$ cat config.mk
export PLATFORM = sky130hd
export DESIGN_NAME = encoder_input_filter_flat
export DESIGN_NICKNAME = d
export VERILOG_FILES = /design/src/rtl/encoder_pkg.sv /design/src/rtl/encoder_input_filter_if.sv /design/src/rtl/enc_chan_filter.sv /design/src/rtl/encoder_input_filter.sv /design/src/flat_wrapper.sv
export SDC_FILE = /design/constraint.sdc
export NUM_CORES = 1
export LEC_CHECK = 0
export ABC_AREA = 1
export CAP_MARGIN = 0
export CORE_UTILIZATION = 35
export DETAILED_ROUTE_END_ITERATION = 7
export MAX_ROUTING_LAYER = met4
export PLACE_DENSITY = 0.59
export SLEW_MARGIN = 20
export SYNTH_ARGS = -nofsm -noshare
export SYNTH_HDL_FRONTEND = slang
export SYNTH_HIERARCHICAL = 1
export SYNTH_SLANG_ARGS = --single-unit
$ cat constraint.sdc
create_clock -name aclk -period 4.8 [get_ports aclk]
set_input_delay 0.96 -clock aclk [delete_from_list [all_inputs] [get_ports aclk]]
set_output_delay 0.96 -clock aclk [all_outputs]
set_load 0.02 [all_outputs]
$ cat src/rtl/encoder_pkg.sv
// Shared defaults and FSM encoding for the encoder input filter.
package encoder_pkg;

  localparam int FILT_W_DEF = 8;
  localparam int ERR_W_DEF  = 16;

  localparam logic [0:0] ST_INIT = 1'b0;
  localparam logic [0:0] ST_RUN  = 1'b1;

endpackage

$ cat src/rtl/encoder_input_filter_if.sv
// Pin-side and status signals of the encoder input filter.
interface encoder_input_filter_if
  import encoder_pkg::*;
#(
  parameter int FILT_W = FILT_W_DEF,
  parameter int ERR_W  = ERR_W_DEF
);

  logic              enc_a_raw;
  logic              enc_b_raw;
  logic              filt_en;
  logic [FILT_W-1:0] filt_len;
  logic              err_clr;
  logic              ENC_A;
  logic              ENC_B;
  logic              READY;
  logic              ERR_PULSE;
  logic [ERR_W-1:0]  ERR_COUNT;

  modport master (
    output enc_a_raw, enc_b_raw, filt_en, filt_len, err_clr,
    input  ENC_A, ENC_B, READY, ERR_PULSE, ERR_COUNT
  );

  modport slave (
    input  enc_a_raw, enc_b_raw, filt_en, filt_len, err_clr,
    output ENC_A, ENC_B, READY, ERR_PULSE, ERR_COUNT
  );

endinterface

$ cat src/rtl/enc_chan_filter.sv
// One quadrature channel: synchronizer, stable-count glitch filter, output flop.
module enc_chan_filter #(
  parameter int SYNC_STAGES = 2,
  parameter int FILT_W      = 8
) (
  input  logic              aclk,
  input  logic              aresetn,
  input  logic              raw,
  input  logic              run,
  input  logic              load,
  input  logic              filt_en,
  input  logic [FILT_W-1:0] filt_len,
  output logic              OUT
);

  if (SYNC_STAGES < 2 || SYNC_STAGES > 4) begin : g_bad_sync
    $error("enc_chan_filter: SYNC_STAGES must be 2..4");
  end

  logic [SYNC_STAGES-1:0] sync_q;
  logic                   s_n;
  logic [FILT_W-1:0]      cnt;
  logic [FILT_W-1:0]      len_eff;
  logic [FILT_W:0]        cnt_inc;
  logic                   hit;

  assign s_n     = sync_q[SYNC_STAGES-1];
  // A programmed length of 0 behaves like 1 (no filtering beyond one sample).
  assign len_eff = (filt_len == '0) ? FILT_W'(1) : filt_len;
  // One extra bit so the increment can never wrap before the compare.
  assign cnt_inc = {1'b0, cnt} + (FILT_W+1)'(1);
  // >= rather than == so lowering filt_len mid-count still releases the level.
  assign hit     = (cnt_inc >= {1'b0, len_eff});

  // Metastability chain from the asynchronous pin.
  always_ff @(posedge aclk or negedge aresetn) begin
    if (!aresetn) sync_q <= '0;
    else          sync_q <= {sync_q[SYNC_STAGES-2:0], raw};
  end

  // Output follows the synchronized level only after it has been stable long enough.
  always_ff @(posedge aclk or negedge aresetn) begin
    if (!aresetn) begin
      OUT <= 1'b0;
      cnt <= '0;
    end else if (load) begin
      OUT <= s_n;
      cnt <= '0;
    end else if (run) begin
      if (!filt_en) begin
        OUT <= s_n;
        cnt <= '0;
      end else if (s_n == OUT) begin
        cnt <= '0;
      end else if (hit) begin
        OUT <= s_n;
        cnt <= '0;
      end else begin
        cnt <= cnt_inc[FILT_W-1:0];
      end
    end
  end

endmodule

$ cat src/rtl/encoder_input_filter.sv
// Quadrature input conditioning with illegal-transition detection.
//
// state   | meaning
// --------+---------------------------------------------------------------
// ST_INIT | synchronizers filling; outputs loaded on last cycle, READY set
// ST_RUN  | filtering and illegal-transition detection active until reset
module encoder_input_filter
  import encoder_pkg::*;
#(
  parameter int SYNC_STAGES = 2,
  parameter int FILT_W      = FILT_W_DEF,
  parameter int ERR_W       = ERR_W_DEF
) (
  input logic                    aclk,
  input logic                    aresetn,
  encoder_input_filter_if.slave  bus
);

  logic [0:0]       state;
  logic [2:0]       init_cnt;
  logic             load;
  logic             run;
  logic             enc_a;
  logic             enc_b;
  logic             prev_a;
  logic             prev_b;
  logic             arm;
  logic             err_det;
  logic             err_pulse;
  logic             ready;
  logic [ERR_W-1:0] err_count;

  assign load = (state == ST_INIT) && (init_cnt == 3'(SYNC_STAGES));
  assign run  = (state == ST_RUN);

  enc_chan_filter #(.SYNC_STAGES(SYNC_STAGES), .FILT_W(FILT_W)) u_chan_a (
    .aclk     (aclk),
    .aresetn  (aresetn),
    .raw      (bus.enc_a_raw),
    .run      (run),
    .load     (load),
    .filt_en  (bus.filt_en),
    .filt_len (bus.filt_len),
    .OUT      (enc_a)
  );

  enc_chan_filter #(.SYNC_STAGES(SYNC_STAGES), .FILT_W(FILT_W)) u_chan_b (
    .aclk     (aclk),
    .aresetn  (aresetn),
    .raw      (bus.enc_b_raw),
    .run      (run),
    .load     (load),
    .filt_en  (bus.filt_en),
    .filt_len (bus.filt_len),
    .OUT      (enc_b)
  );

  // INIT waits for the synchronizers to fill, then hands over to RUN for good.
  always_ff @(posedge aclk or negedge aresetn) begin
    if (!aresetn) begin
      state    <= ST_INIT;
      init_cnt <= '0;
      ready    <= 1'b0;
    end else if (state == ST_INIT) begin
      if (load) begin
        state <= ST_RUN;
        ready <= 1'b1;
      end else begin
        init_cnt <= init_cnt + 3'd1;
      end
    end
  end

  // arm is set only once the outputs have been driven by RUN logic, so the
  // INIT load edge is never seen as a transition.
  assign err_det = arm && (enc_a != prev_a) && (enc_b != prev_b);

  // Track previous outputs and flag both channels moving on the same edge.
  always_ff @(posedge aclk or negedge aresetn) begin
    if (!aresetn) begin
      prev_a    <= 1'b0;
      prev_b    <= 1'b0;
      arm       <= 1'b0;
      err_pulse <= 1'b0;
    end else begin
      prev_a    <= enc_a;
      prev_b    <= enc_b;
      arm       <= run;
      err_pulse <= err_det;
    end
  end

  // Saturating diagnostic counter; a clear colliding with an event keeps the event.
  always_ff @(posedge aclk or negedge aresetn) begin
    if (!aresetn) begin
      err_count <= '0;
    end else if (bus.err_clr) begin
      err_count <= err_det ? ERR_W'(1) : '0;
    end else if (err_det && (err_count != '1)) begin
      err_count <= err_count + ERR_W'(1);
    end
  end

  assign bus.ENC_A     = enc_a;
  assign bus.ENC_B     = enc_b;
  assign bus.READY     = ready;
  assign bus.ERR_PULSE = err_pulse;
  assign bus.ERR_COUNT = err_count;

endmodule

$ cat src/flat_wrapper.sv
// flat-port wrapper written by rule: the top's interface ports become plain ports
module encoder_input_filter_flat import encoder_pkg::*;
#(
  parameter int SYNC_STAGES = 2,
  parameter int FILT_W      = FILT_W_DEF,
  parameter int ERR_W       = ERR_W_DEF
)
  (aclk, aresetn, bus_enc_a_raw, bus_enc_b_raw, bus_filt_en, bus_filt_len, bus_err_clr, bus_ENC_A, bus_ENC_B, bus_READY, bus_ERR_PULSE, bus_ERR_COUNT);
  encoder_input_filter_if #(.FILT_W(FILT_W), .ERR_W(ERR_W)) bus_i ();
  input logic aclk;
  input logic aresetn;
  input wire logic [$bits(bus_i.enc_a_raw)-1:0] bus_enc_a_raw;
  input wire logic [$bits(bus_i.enc_b_raw)-1:0] bus_enc_b_raw;
  input wire logic [$bits(bus_i.filt_en)-1:0] bus_filt_en;
  input wire logic [$bits(bus_i.filt_len)-1:0] bus_filt_len;
  input wire logic [$bits(bus_i.err_clr)-1:0] bus_err_clr;
  output wire logic [$bits(bus_i.ENC_A)-1:0] bus_ENC_A;
  output wire logic [$bits(bus_i.ENC_B)-1:0] bus_ENC_B;
  output wire logic [$bits(bus_i.READY)-1:0] bus_READY;
  output wire logic [$bits(bus_i.ERR_PULSE)-1:0] bus_ERR_PULSE;
  output wire logic [$bits(bus_i.ERR_COUNT)-1:0] bus_ERR_COUNT;
  assign bus_i.enc_a_raw = bus_enc_a_raw;
  assign bus_i.enc_b_raw = bus_enc_b_raw;
  assign bus_i.filt_en = bus_filt_en;
  assign bus_i.filt_len = bus_filt_len;
  assign bus_i.err_clr = bus_err_clr;
  assign bus_ENC_A = bus_i.ENC_A;
  assign bus_ENC_B = bus_i.ENC_B;
  assign bus_READY = bus_i.READY;
  assign bus_ERR_PULSE = bus_i.ERR_PULSE;
  assign bus_ERR_COUNT = bus_i.ERR_COUNT;
  encoder_input_filter #(.SYNC_STAGES(SYNC_STAGES), .FILT_W(FILT_W), .ERR_W(ERR_W)) u_core (.aclk(aclk), .aresetn(aresetn), .bus(bus_i));
endmodule
======== After elaboration in Yosys (flattened, before gate mapping) ========
Cells that the tools add are included.
storage, ports and cells
  register bits ........................... 47
  latch bits .............................. 0
  bits in writable memories ............... 0
  bits in read-only memories .............. 0
  word-level logic and storage cells ...... 69
  memories ................................ 0
cells by class
  $add $sub $neg .......................... 4
  $mul .................................... 0
  divide/modulo/power cells ............... 0
  magnitude comparators ................... 2
  equal/unequal tests ..................... 10
  shift-type cells ........................ 0
  mux-type cells .......................... 26
  bitwise gates (word level) .............. 2
  reductions and logical operators ........ 11
operator list
  operator                 number
  $mux W8                  11
  $mux W16                 2
  $add A8 B1 Y9 const B    2
  $ge A9 B8 Y1             2
  $add A16 B1 Y16 const B  1
  $ne A16 B16 Y1 const B   1
  $mux W1                  13
  $logic_not A8 Y1         1
  $ne A3 B1 Y1 const B     2
  $ne A3 B2 Y1 const B     2
  $reduce_and A3 Y1        2
  $logic_and A1 B1 Y1      4
  $reduce_and A2 Y1        2
  $reduce_bool A2 Y1       2
  $add A3 B1 Y3 const B    1
  $eq A3 B2 Y1 const B     1
  $eq A1 B1 Y1             2
  $ne A1 B1 Y1             2
  $not A1 Y1               2

======== Logic depth before layout (Yosys ltp) ========
  depth after elaboration ................. 8
  gate-level depth with buffers ........... 15
  depth with buffers taken out ............ 15

======== Hierarchy ========
The synthesis kept the hierarchy.
modules (own cells, without submodules)
  module                instances  cells each  area each (µm²)  seq. area each (µm²)
  enc_chan_filter       2          102         810.8            275.3
  encoder_input_filter  1          200         1,420.1          625.6

======== Worst setup path after synthesis ========
No wires, ideal clock.
  path type ............................... input -> register
  start ................................... input port bus_filt_len[1]
  end ..................................... register u_core.u_chan_a.cnt[4]
  setup time .............................. 0.077 ns
  arrival time ............................ 2.300 ns
  path slack .............................. 2.424 ns
  cell stages on the path ................. 14
  cell sequence ........................... nor4_1 a41o_1 ha_1 inv_1 nand2_1 nand3_1 nand3_1 nand2_1 nand2_1 nand2_1 nand2_1 nor2_2 nand2_1 o21ai_1
on the way
  longest elaborated chain between the ends .. 8
ends and longest elaborated chain
  item                  RTL line               RTL
  from (decl)           flat_wrapper.sv:15     input wire logic [$bits(bus_i.filt_len)-1:0] bus_filt_len;
  $logic_not A8 Y1      enc_chan_filter.sv:29  assign len_eff = (filt_len == '0) ? FILT_W'(1) : filt_len;
  $mux W8 (*)           enc_chan_filter.sv:29
  $ge A9 B8 Y1 (*)      enc_chan_filter.sv:33  assign hit = (cnt_inc >= {1'b0, len_eff});
  $mux W8 (*)           enc_chan_filter.sv:55  end else if (hit) begin
  $mux W8 (*)           enc_chan_filter.sv:53  end else if (s_n == OUT) begin
  $mux W8 (*)           enc_chan_filter.sv:50  if (!filt_en) begin
  $mux W8 (*)           enc_chan_filter.sv:49  end else if (run) begin
  $mux W8 (*)           enc_chan_filter.sv:46  end else if (load) begin
  to (signal assigned)  enc_chan_filter.sv:59  cnt <= cnt_inc[FILT_W-1:0];
  to (decl)             enc_chan_filter.sv:22  logic [FILT_W-1:0] cnt;
Mark *: on every way between the ends. The rest lies on a longest branch, timed or not. The select of a mux whose other input is x is not followed.
A chain may end at the register's enable or synchronous reset.

======== Worst setup path in the final report ========
  start ................................... input port bus_filt_len[1]
  end ..................................... register u_core.u_chan_b.cnt[6]
on the way
  longest elaborated chain between the ends .. 8
ends and longest elaborated chain
  item                  RTL line
  $logic_not A8 Y1      enc_chan_filter.sv:29
  $mux W8 (*)           enc_chan_filter.sv:29
  $ge A9 B8 Y1 (*)      enc_chan_filter.sv:33
  $mux W8 (*)           enc_chan_filter.sv:55
  $mux W8 (*)           enc_chan_filter.sv:53
  $mux W8 (*)           enc_chan_filter.sv:50
  $mux W8 (*)           enc_chan_filter.sv:49
  $mux W8 (*)           enc_chan_filter.sv:46
  to (signal assigned)  enc_chan_filter.sv:59
  to (decl)             enc_chan_filter.sv:22
Marks and branches as above.

==> impl_metrics.ini <==
[power_and_ir_drop]
leakage_nw = 1.87
power_density_nw_per_um2 = 259
peakVddDrop_v = 0.000133

[timing]
slew_headroom = 0.263
fin_tns_setup_ns = 0
hold_violations = 0
slew_viol_final = 0
setup_violations = 0
finalCritPeriodShare = 0.567
fin_crit_ns = 2.72
rsz0062_at_grt = false
clock.fmax_mhz = 368
worst_slew_pin_slew_ns = 1.10
worst_clock_skew_ns = 0.00919

[outcome]
run_status = complete, no violations

[routing]
wl_per_cell_um = 11.6
first_pass_iters = 4
ant_nets = 0
via_per_inst = 4.70
drc = 0
drtIter0Drc = 75
drt_wl_total_mm = 6.37
vias = 2572

[critical_path]
worstPathArrival_ns = 2.94
path_buf_inv = 2
critPathKind = in -> reg
cp_slowest_cell = clkdlybuf4s50_1
cp_cell_sequence = clkdlybuf4s50_1, nor4_1, a41o_1, ha_1, inv_1, nand2_1, nand3_1, nand3_1, nand2_1, nand2_1, nand2_1, nand2_1, nor2_2, nand2_1, o21ai_1
cp_common_cell = nand2_1
max_stage_delay_ns = 0.47
end_kind = flop
path_max_fanout = 4
critPathLaunchType = input port
cp_top_family = simple AND/OR/NAND/NOR gates
critPathRequiredTime_ns = 5.02

[die]
dieHeight_um = 95.2
fp.coreArea_um2 = 8300
ios = 34
die_area_um2 = 9070
start_util = 0.367
die_w_um = 95.2
row_count = 33

[finish]
drive_above_1_share = 0.0701
fillerInstances = 849
syn_to_final_growth_pct = 18.3
nets = 476
num_antenna_cells = 0
final_area_um2 = 3600

[synthesis]
yosysSeqAreaShare = 0.387
ys_ff_latch = 47
syn_nets = 439
synth_top_area_cell = dfrtp_1
yosysWarnings = 6
ys_top_cells_by_area = dfrtp_1 39%, nand2_1 16%, ha_1 8.6%
syn_avg_cell_area_um2 = 7.53
synth_top_area_share = 0.387
netlist_instances = 404
yosysUniqueCellTypes = 30
synth_area_um2 = 3040

[clock_network]
htreeDepth = 2
cts_tree = done
cts_sinks = 47
post_cts_buffers = 0
clk_pin_slew_ns = 0.10
clk_latency_ns = 0.30
cts_made_buffers = 5
ctsRootBufferMaster = clkbuf_8
ctsResizeCount = 0
clockBufferDepth = 2
cts-hold-fix-buffers = 0

[global_route]
grt_pass1_vias = 2446
grt_max_degree = 48
antenna_found_initial = 0
grt_overflow = 0
grt_pass1_wl_mm = 11.5
grt_util_all_layers = 0.164

[placed_design]
portBuffers = 33
gp_congestion = 0.830
dpl-instance-area_um2 = 3480
dp_hpwl_mm = 4.82

[flow_run]
cap_violations = 0

[hold_path]
hp-class = reg -> reg
-- synthesized netlist by cell type (all sizes together) --
library cell  number
nand2            134
xor2              15
nor3               5
nor2              42
nor4               2
ha                21
a31oi              2
a21oi              5
a31o               2
o21ai             11
buf                3
xnor2              2
nand3             25
nand3b             1
nand4             17
dfrtp             47
mux2i              2
inv               64
or2                1
a41o               2
nor3b              1
-- registers in the layout (all words and copies together) (netlist names) --
signal,flops
u_core/arm,1
u_core/prev_b,1
u_core/u_chan_b/OUT,1
u_core/init_cnt,3
u_core/bus.ERR_PULSE,1
u_core/u_chan_a/OUT,1
u_core/prev_a,1
u_core/u_chan_b/sync_q,2
u_core/u_chan_a/cnt,8
u_core/bus.ERR_COUNT,16
u_core/u_chan_a/sync_q,2
u_core/u_chan_b/cnt,8
u_core/bus.READY,1
u_core/run,1
-- power by group --
group          switching, mW  internal (mW)
logic                  0.111         0.0725
clock network          0.142          0.158
registers             0.0283          0.418
-- final timing paths --
kind / slack [ns] / endpoint / depth (start not counted) / from
setup reg to reg: 2.39 / u_core/u_chan_b/OUT$_DFFE_PN0P_ / 9 / u_core/init_cnt[0]$_DFFE_PN0P_
max in group asynchronous: 3.72 / u_core/bus.ERR_COUNT[0]$_DFFE_PN0P_ / 1 / aresetn
min in group asynchronous: 0.65 / u_core/bus.ERR_COUNT[14]$_DFFE_PN0P_ / 1 / aresetn
hold reg to reg: 0.36 / u_core/u_chan_a/sync_q[1]$_DFF_PN0_ / 0 / u_core/u_chan_a/sync_q[0]$_DFF_PN0_
setup / recovery: 2.08 / u_core/u_chan_b/cnt[6]$_DFFE_PN0P_ / 15 / bus_filt_len[1]
hold / removal: 0.36 / u_core/u_chan_a/sync_q[1]$_DFF_PN0_ / 0 / u_core/u_chan_a/sync_q[0]$_DFF_PN0_
-- routing by layer --
metal	track usage	up-vias	wire [µm]
li1	-	1358	-
met1	0.222	1184	3270
met2	0.258	25	2910
met3	0.0287	5	144
met4	0.0303	0	40
met5	-	-	0
-- per-stage QoR --
stage / hold WS, ns / utilization / std cells / total power [mW] / setup WS [ns]
after global placement: 0.333 / 0.419 / 539 / 0.637 / 1.79
after detailed placement: 0.337 / 0.419 / 539 / 0.639 / 1.77
after CTS: 0.360 / 0.433 / 547 / 0.943 / 2.07
after global routing: 0.365 / 0.433 / 547 / 0.985 / 1.85
final: 0.358 / 0.433 / 547 / 0.930 / 2.08
after floorplan: 0.331 / - / 404 / 0.565 / 2.42
-- layout by cell type (no fill, tap or decap), types with 3 or more instances in the layout --
cell,count
nand2_1,133
inv_1,64
dfrtp_1,47
nor2_1,34
clkdlybuf4s50_1,32
nand3_1,23
ha_1,21
xor2_1,15
nand4_1,15
o21ai_0,7
clkbuf_8,5
nor2_2,5
a21oi_1,5
nor3_2,4
o21ai_1,4
nor2_4,3
-- kinds of logic after synthesis --
family,share of synthesized area
multiplexers,0.00658
AND/OR/NAND/NOR,0.339
XOR/XNOR,0.0490
buffers and inverters,0.0856
flip-flops,0.387
adder cells (fa/ha/maj),0.0864
AO/OA/AOI/OAI,0.0469
-- cell type report --
| cell class | instances | area [µm²] | area share |
|---|---|---|---|
| Clock buffer | 5 | 68.8 | 0.0191 |
| Clock inverter | 3 | 47.5 | 0.0132 |
| Inverter | 64 | 240 | 0.0668 |
| Tap cell | 105 | 131 | 0.0365 |
| Multi-Input combinational cell | 290 | 1610 | 0.446 |
| Sequential cell | 47 | 1180 | 0.327 |
| Timing Repair Buffer | 33 | 328 | 0.0911 |
(Power assumes the default switching activity.)
